$ cat src/rtl/reg_status_pkg.sv
// reg_status_pkg: shared widths and port bundles for the commit-side register status table.
package reg_status_pkg;
    localparam int XLEN           = 32;
    localparam int REG_ADDR_WIDTH = 5;
    localparam int TAG_WIDTH      = 3;
    localparam int NREGS          = 1 << REG_ADDR_WIDTH;

    typedef logic [XLEN-1:0]           word_t;
    typedef logic [REG_ADDR_WIDTH-1:0] addr_t;
    typedef logic [TAG_WIDTH-1:0]      tag_t;

    typedef struct packed {
        logic  stall;
        logic  flush;
        logic  issue_en;
        addr_t issue_rd;
        tag_t  issue_tag;
        addr_t rs1_addr;
        addr_t rs2_addr;
        logic  commit_en;
        addr_t commit_dest;
        word_t commit_value;
        tag_t  commit_tag;
    } reg_status_in;

    typedef struct packed {
        logic  busy;
        tag_t  tag;
        word_t value;
    } lookup_out_t;

    typedef struct packed {
        lookup_out_t rs1;
        lookup_out_t rs2;
    } reg_status_out;
endpackage

$ cat src/rtl/reg_status_lookup.sv
// regstat_lookup: one source-operand read of the status table, bypassing the retiring value
// when the head commit is exactly the producer this register is waiting on.
module regstat_lookup
    import reg_status_pkg::*;
(
    input  logic        rs_addr_i_unused_guard,
    input  addr_t       rs_addr_i,
    input  logic        busy_i,
    input  tag_t        tag_i,
    input  word_t       value_i,
    input  logic        stall_i,
    input  logic        commit_en_i,
    input  addr_t       commit_dest_i,
    input  tag_t        commit_tag_i,
    input  word_t       commit_value_i,
    output lookup_out_t res_o
);
    logic byp;
    assign byp = commit_en_i && !stall_i && commit_dest_i == rs_addr_i && busy_i && tag_i == commit_tag_i
                 && !rs_addr_i_unused_guard;
    assign res_o.busy  = busy_i && !byp;
    assign res_o.tag   = res_o.busy ? tag_i : '0;
    assign res_o.value = byp ? commit_value_i : value_i;
endmodule

$ cat src/rtl/reg_status.sv
// reg_status: architected register file plus rename/busy table, written by the ROB commit
// stream and answering issue-stage operand lookups with either a value or a producer tag.
module reg_status
    import reg_status_pkg::*;
(
    input  logic        clk,
    input  logic        rst_n,
    input  logic        stall_i,
    input  logic        flush_i,
    input  logic        issue_en_i,
    input  addr_t       issue_rd_i,
    input  tag_t        issue_tag_i,
    input  addr_t       rs1_addr_i,
    input  addr_t       rs2_addr_i,
    input  logic        commit_en_i,
    input  addr_t       commit_dest_i,
    input  word_t       commit_value_i,
    input  tag_t        commit_tag_i,
    output logic        rs1_busy_o,
    output tag_t        rs1_tag_o,
    output word_t       rs1_value_o,
    output logic        rs2_busy_o,
    output tag_t        rs2_tag_o,
    output word_t       rs2_value_o
);
    reg_status_in  in_s;
    reg_status_out out_s;
    word_t             val_q [NREGS];
    word_t             val_d [NREGS];
    tag_t              tag_q [NREGS];
    tag_t              tag_d [NREGS];
    logic [NREGS-1:0]  busy_q, busy_d;

    assign in_s = '{stall: stall_i, flush: flush_i, issue_en: issue_en_i, issue_rd: issue_rd_i,
                    issue_tag: issue_tag_i, rs1_addr: rs1_addr_i, rs2_addr: rs2_addr_i,
                    commit_en: commit_en_i, commit_dest: commit_dest_i,
                    commit_value: commit_value_i, commit_tag: commit_tag_i};

    // Entry 0 is never written, so x0 always reads as value 0 and not busy.
    always_comb begin
        val_d  = val_q;
        tag_d  = tag_q;
        busy_d = busy_q;
        if (!in_s.stall) begin
            for (int i = 1; i < NREGS; i++) begin
                if (in_s.commit_en && in_s.commit_dest == addr_t'(i)) begin
                    val_d[i] = in_s.commit_value;
                    if (busy_q[i] && tag_q[i] == in_s.commit_tag) busy_d[i] = 1'b0;
                end
                if (in_s.issue_en && in_s.issue_rd == addr_t'(i)) begin
                    busy_d[i] = 1'b1;
                    tag_d[i]  = in_s.issue_tag;
                end
            end
            if (in_s.flush) busy_d = '0;
        end
    end

    always_ff @(posedge clk or negedge rst_n) begin
        if (!rst_n) begin
            for (int i = 0; i < NREGS; i++) begin
                val_q[i] <= '0;
                tag_q[i] <= '0;
            end
            busy_q <= '0;
        end else begin
            val_q  <= val_d;
            tag_q  <= tag_d;
            busy_q <= busy_d;
        end
    end

    regstat_lookup u_rs1 (
        .rs_addr_i_unused_guard(1'b0),
        .rs_addr_i(in_s.rs1_addr), .busy_i(busy_q[in_s.rs1_addr]), .tag_i(tag_q[in_s.rs1_addr]),
        .value_i(val_q[in_s.rs1_addr]), .stall_i(in_s.stall), .commit_en_i(in_s.commit_en),
        .commit_dest_i(in_s.commit_dest), .commit_tag_i(in_s.commit_tag),
        .commit_value_i(in_s.commit_value), .res_o(out_s.rs1)
    );

    regstat_lookup u_rs2 (
        .rs_addr_i_unused_guard(1'b0),
        .rs_addr_i(in_s.rs2_addr), .busy_i(busy_q[in_s.rs2_addr]), .tag_i(tag_q[in_s.rs2_addr]),
        .value_i(val_q[in_s.rs2_addr]), .stall_i(in_s.stall), .commit_en_i(in_s.commit_en),
        .commit_dest_i(in_s.commit_dest), .commit_tag_i(in_s.commit_tag),
        .commit_value_i(in_s.commit_value), .res_o(out_s.rs2)
    );

    assign rs1_busy_o  = out_s.rs1.busy;
    assign rs1_tag_o   = out_s.rs1.tag;
    assign rs1_value_o = out_s.rs1.value;
    assign rs2_busy_o  = out_s.rs2.busy;
    assign rs2_tag_o   = out_s.rs2.tag;
    assign rs2_value_o = out_s.rs2.value;
endmodule

$ cat config.mk
export PLATFORM = sky130hd
export DESIGN_NAME = reg_status
export DESIGN_NICKNAME = d
export VERILOG_FILES = /design/src/rtl/reg_status_pkg.sv /design/src/rtl/reg_status_lookup.sv /design/src/rtl/reg_status.sv
export SDC_FILE = /design/constraint.sdc
export NUM_CORES = 2
export LEC_CHECK = 0
export CELL_PAD_IN_SITES_DETAIL_PLACEMENT = 1
export CELL_PAD_IN_SITES_GLOBAL_PLACEMENT = 2
export CORE_AREA = 3 3 369 371
export CTS_CLUSTER_DIAMETER = 120
export DETAILED_ROUTE_END_ITERATION = 16
export DIE_AREA = 0 0 372 374
export DONT_BUFFER_PORTS = 1
export GPL_TIMING_DRIVEN = 0
export PLACE_DENSITY = 0.82
export SETUP_SLACK_MARGIN = 0.02
export SKIP_CTS_REPAIR_TIMING = 1
export SLEW_MARGIN = 15
export SYNTH_ARGS = -nofsm -noshare
export SYNTH_HDL_FRONTEND = slang
export SYNTH_HIERARCHICAL = 1
export SYNTH_SLANG_ARGS = --single-unit
$ cat constraint.sdc
create_clock -name clk -period 3.9 [get_ports clk]
set_input_delay 0.39 -clock clk [delete_from_list [all_inputs] [get_ports clk]]
set_output_delay 0.39 -clock clk [all_outputs]
set_load 0.01 [all_outputs]
Yosys cells after proc, flatten, opt, wreduce, memory -nomap -nowiden
Index checks and enable logic that the tools add are counted.
W data, S select, Z words.

storage, ports and cells
  register bits after elaboration = 1116

cells by class
  order comparisons = 4
  eq/ne operators = 97
  mux-type cells = 114
  bitwise operators = 3
  reductions and logical operators = 260

operator list
  cell                  count
  $bmux W32 S5          2
  $mux W32              7
  $reduce_bool A3 Y1    62
  $eq A5 B5 Y1 const B  32
  $reduce_and A2 Y1     62
  $logic_and A1 B1 Y1   102
  $eq A3 B3 Y1          33
  $mux W1               95
  $reduce_and A3 Y1     31
  $eq A5 B4 Y1 const B  16
  $eq A5 B3 Y1 const B  8
  $bmux W3 S5           2
  $eq A5 B2 Y1 const B  4
  $mux W3               6
  $ge A6 B6 Y1 const B  2
  $lt A5 B6 Y1 const B  2
  $not A5 Y6            2
  $bmux W1 S5           2
  $eq A5 B1 Y1 const B  2
  $eq A5 B5 Y1          2
  $logic_not A1 Y1      3
  $not A1 Y1            1

Depth between registers and ports, before layout
  depth in word-level cells = 9
  mapped depth = 13

Cells and area by module
The synthesis kept the hierarchy.

modules (own cells, without submodules)
  module          times used  cells each  area each (µm²)  seq. area each (µm²)
  reg_status      1           4297        61198.7          27926.8
  regstat_lookup  2           51          539.3            0.0

Worst setup path before layout
No wires, ideal clock.

  path kind = input to output
  from = input port rs2_addr_i[0]
  to = output port rs2_value_o[10]
  arrival = 3145 ps
  required time = 3510 ps
  slack = 365 ps
  cell stages on the path = 12
  path buffers = 4
  cells stage by stage = buf_4 buf_6 buf_4 mux4_2 a22o_1 o21ai_1 o31ai_1 xnor2_1 nand4_1 nor4_4 buf_6 mux2_2

between the ends
  longest elaborated chain between the ends = 7
  elaborated cells between the ends (all ways) = 15
  classes of those cells = eq/ne (2); mux (9); bitwise (1); reduce/logical (3)

RTL lines
  item                                        line                                text
  start, declared                             reg_status.sv:14                    input addr_t rs2_addr_i,
  $not A5 Y6 (implied by the code)            reg_status.sv:83, reg_status.sv:84
  $bmux W3 S5                                 reg_status.sv:83                    .rs_addr_i(in_s.rs2_addr), .busy_i(busy_q[in_s.rs2_addr]), .tag_i(tag_q[in_s.rs2_addr]),
  $mux W3 (implied by the code) (2 in a row)  reg_status.sv:83
  $eq A3 B3 Y1                                reg_status_lookup.sv:19             assign byp = commit_en_i && !stall_i && commit_dest_i == rs_addr_i && busy_i && tag_i == commit_tag_i
  $logic_and A1 B1 Y1                         reg_status_lookup.sv:19
  $mux W32 *                                  reg_status_lookup.sv:23             assign res_o.value = byp ? commit_value_i : value_i;
  end, declared                               reg_status.sv:24                    output word_t rs2_value_o

Every way passes the cells marked *; elsewhere a longest branch is shown, timed or not. The select of a mux whose other input is x is not followed.

Worst setup path after layout
  from = input port rs1_addr_i[0]
  to = output port rs1_value_o[9]

between the ends
  longest elaborated chain between the ends = 7
  elaborated cells between the ends (all ways) = 15
  classes of those cells = eq/ne (2); mux (9); bitwise (1); reduce/logical (3)

RTL lines
  item                                        line                                text
  start, declared                             reg_status.sv:13                    input addr_t rs1_addr_i,
  $not A5 Y6 (implied by the code)            reg_status.sv:75, reg_status.sv:76
  $bmux W3 S5                                 reg_status.sv:75                    .rs_addr_i(in_s.rs1_addr), .busy_i(busy_q[in_s.rs1_addr]), .tag_i(tag_q[in_s.rs1_addr]),
  $mux W3 (implied by the code) (2 in a row)  reg_status.sv:75
  $eq A3 B3 Y1                                reg_status_lookup.sv:19
  $logic_and A1 B1 Y1                         reg_status_lookup.sv:19
  $mux W32 *                                  reg_status_lookup.sv:23
  end, declared                               reg_status.sv:21                    output word_t rs1_value_o,

Marked as above.

==> impl_metrics.py <==
metrics = {
    "logic_synthesis": {
        "synthMuxAreaShare": 0.406,
        "ys_ff_latch": 1116,
        "synth_cells": 4399,
        "yosysUniqueCellTypes": 41,
        "synth_simple_gate_area_frac": 0.0255,
        "yosysWarnings": 6,
        "synth_top_family_by_area": "multiplexers",
        "avgSynthCellArea_um2": 14.2,
        "synth-compound-area-share": 0.0673,
        "synth_fa_ha_area_frac": 0,
        "yosysSeqAreaShare": 0.448,
        "synthXorXnorAreaFrac": 0.0153,
        "syn_area_um2": 62300,
    },
    "critical_path": {
        "crit_chain": "buf_6 > buf_12 > buf_12 > buf_8 > mux2i_1 > o22ai_1 > a211oi_1 > o31ai_2 > xnor2_1 > nand3_1 > nor4_4 > buf_4 > buf_12 > clkbuf_16 > mux2_4",
        "cp_slowest_stage_delay_ns": 0.50,
        "cp.depth": 15,
        "cpMostUsedCell": "buf_12",
        "end_kind": "output pin",
        "reg2reg_depth": 5,
        "cp.buffers_inverters": 7,
        "slowest_stage": "a211oi_1",
        "cp_max_fo": 10,
        "r2r_slack_ns": 2.42,
        "critical_path_class": "input port to output pin",
        "crit_required_ns": 3.51,
        "start_kind": "input port",
        "cp_top_family": "buffers and inverters",
        "arrival_ns": 4.03,
    },
    "global_route": {
        "grt-ovfl-total": 0,
        "grt_pass1_wl_um": 349000,
        "grt_pass1_vias": 46621,
        "grt_usage": 0.353,
        "antenna_found_initial": 17,
        "grt_max_degree": 213,
    },
    "clock_tree": {
        "clockRootBuffer": "clkbuf_16",
        "cts.path.max_buffers": 3,
        "clk_pin_slew_worst_paths_ns": 0.06,
        "cts_tree": "yes",
        "numCtsBuffers": 130,
        "clkLatencyLatePin_ns": 0.78,
        "h-tree-depth": 4,
        "cts_sinks": 1116,
    },
    "detailed_routing": {
        "totalWireLength_um": 251000,
        "drt-vias-per-instance": 6.95,
        "vias": 45027,
        "route.detailed.wl_per_inst_um": 38.8,
        "drc": 0,
        "dr.pass1.iters": 6,
        "ant_nets": 0,
        "drt_iter0_markers": 4815,
    },
    "layout": {
        "areaGrowthSynthToFinish_pct": 13.4,
        "layout.nets": 4674,
        "drive_gt1_frac": 0.451,
        "fin_util": 0.530,
        "n_fill_cell": 12832,
    },
    "power": {
        "peakVddDrop_v": 0.000383,
        "p_per_area_nw_per_um2": 474,
        "p_leak_nw": 31.4,
    },
    "sta": {
        "slew_headroom": 0.100,
        "period_share": 1.13,
        "hold_ws_ns": -0.0106,
        "tightest_slew_ns": 1.35,
        "hold_violations": 2,
        "fin_ws_ns": -0.524,
        "rsz0062_at_grt": "yes",
        "slew_viol_final": 0,
        "period_minus_slack_ns": 4.42,
        "setup_viol": 72,
        "clock-skew-final_ns": 0.0101,
        "max_freq_ghz": 0.226,
    },
    "floorplanning": {
        "core-area_um2": 133000,
        "start_util": 0.467,
        "pin_count": 136,
        "die_area_um2": 139000,
        "rows": 134,
        "die_x_um": 372,
        "die_h_um": 374,
    },
    "placement": {
        "io_buffers": 0,
        "dpl.hpwl_um": 172000,
        "place_ws_ns": -1.82,
        "gp_congestion": 0.953,
    },
    "job": {
        "maxCapViolCount": 0,
    },
    "min_path": {
        "min_path_type": "input port to register",
        "hold-path-cell-count": 3,
    },
    "outcome": {
        "outcome": "complete, but fails checks",
        "violations": "hold timing, setup timing",
    },
}
## final cells by class
class / count / area (um^2) / area share
Clock inverter: 36 / 557 / 0.00788
Clock buffer: 193 / 3870 / 0.0548
Multi-Input combinational cell: 2817 / 32500 / 0.460
Buffer: 465 / 2570 / 0.0364
Tap cell: 1768 / 2210 / 0.0313
Inverter: 2 / 7.51 / 0.000106
Antenna cell: 8 / 20.0 / 0.000283
Timing Repair Buffer: 78 / 997 / 0.0141
Sequential cell: 1116 / 27900 / 0.395
## power breakdown
part | switching, mW | total, mW | internal [mW] | leakage (nW)
logic | 2.98 | 6.18 | 3.19 | 14.4
clock network | 5.40 | 12.9 | 7.46 | 2.17
registers | 1.33 | 14.4 | 13.1 | 14.8
total | 9.71 | 33.5 | 23.7 | 31.4
## routing by layer
metal,global-route usage,share of wire,vias to the layer above
met5,0.00455,0.00046,-
met4,0.168,0.052,6
met3,0.0876,0.095,705
met2,0.538,0.46,2566
met1,0.475,0.40,24387
li1,-,-,17363
## through the flow
stage	hold WS, ns	setup TNS (ns)	area [um^2]	cells	power [mW]
detailed placement	0.106	-117.76	64700	6178	20.4
floorplan	0.0944	0	62300	4400	18.2
finish	-0.0106	-32.20	70600	6483	33.5
global placement	0.213	-174.01	64500	6168	19.8
CTS	-0.728	-119.52	69100	6407	33.1
global route	0.0110	-29.35	70600	6475	34.4
## state kept, by name, indices dropped and copies added (netlist names)
name    cells
val_q     992
tag_q      93
busy_q     31
## cells in the mapped netlist (all sizes together)
| library cell | number | area, um^2 |
|---|---|---|
| a211oi | 72 | 541 |
| inv | 2 | 7.51 |
| o22ai | 72 | 450 |
| nor3b | 1 | 7.51 |
| and3 | 38 | 238 |
| buf | 231 | 1440 |
| nor3 | 2 | 10.0 |
| or2 | 4 | 25.0 |
| conb | 1 | 3.75 |
| mux2 | 1220 | 13700 |
| nor2 | 35 | 136 |
| clkbuf | 234 | 878 |
| o31ai | 81 | 608 |
| o21ai | 72 | 360 |
| o41ai | 22 | 193 |
| a21oi | 31 | 155 |
| xor2 | 70 | 613 |
| mux2i | 182 | 1820 |
| or3b | 2 | 17.5 |
| nand2b | 7 | 43.8 |
| nor2b | 15 | 93.8 |
| a22o | 215 | 1880 |
| or4 | 1 | 7.51 |
| nand4 | 2 | 12.5 |
| and2 | 41 | 257 |
| dfrtp | 1116 | 27900 |
| nor4 | 4 | 55.1 |
| nand3 | 33 | 165 |
| and3b | 7 | 61.3 |
| mux4 | 432 | 9730 |
| nor4bb | 2 | 20.0 |
| nand3b | 1 | 7.51 |
| xnor2 | 39 | 342 |
| nand2 | 112 | 428 |
## cell families after synthesis
kind of cell	count (synthesis)
xor gates and xnor gates	109
other	1
AOI/OAI and AO/OA	565
buffers and inverters	467
muxes	1834
DFF	1116
and+or+nand+nor	307
## worst register-to-register path: stages (launching register included)
cell     delay (ns)
dfrtp_2        0.45
buf_4          0.16
xnor2_1        0.18
nand3_1        0.21
o31ai_1        0.25
a21oi_1        0.10
## final timing paths
kind | end | startpoint
setup / recovery | rs1_value_o[9] | rs1_addr_i[0]
hold / removal | busy_q[12]$_DFFE_PN0P_ | issue_rd_i[1]
setup reg to reg | busy_q[27]$_DFFE_PN0P_ | tag_q[14]$_DFFE_PN0P_
hold reg to reg | val_q[18]$_DFFE_PN0P_ | val_q[18]$_DFFE_PN0P_
max in group asynchronous | val_q[186]$_DFFE_PN0P_ | rst_n
min in group asynchronous | val_q[778]$_DFFE_PN0P_ | rst_n
## cells in the final DEF, fill, tap and decap left out, types with 41 or more instances in the layout
master	Yosys	final
a211oi_1	72	68
a22o_1	215	214
and2_1	41	41
buf_2	126	117
buf_4	63	71
clkbuf_1	234	235
clkbuf_16	0	135
dfrtp_1	1116	1109
dlygate4sd3_1	0	42
mux2_1	64	62
mux2_2	1156	1095
mux2_4	0	63
mux2i_1	182	182
mux4_2	432	432
nand2_1	109	107
o21ai_1	72	66
o22ai_1	72	70
o31ai_1	81	72
xor2_1	70	70
Power figures use the tool's default switching activity.
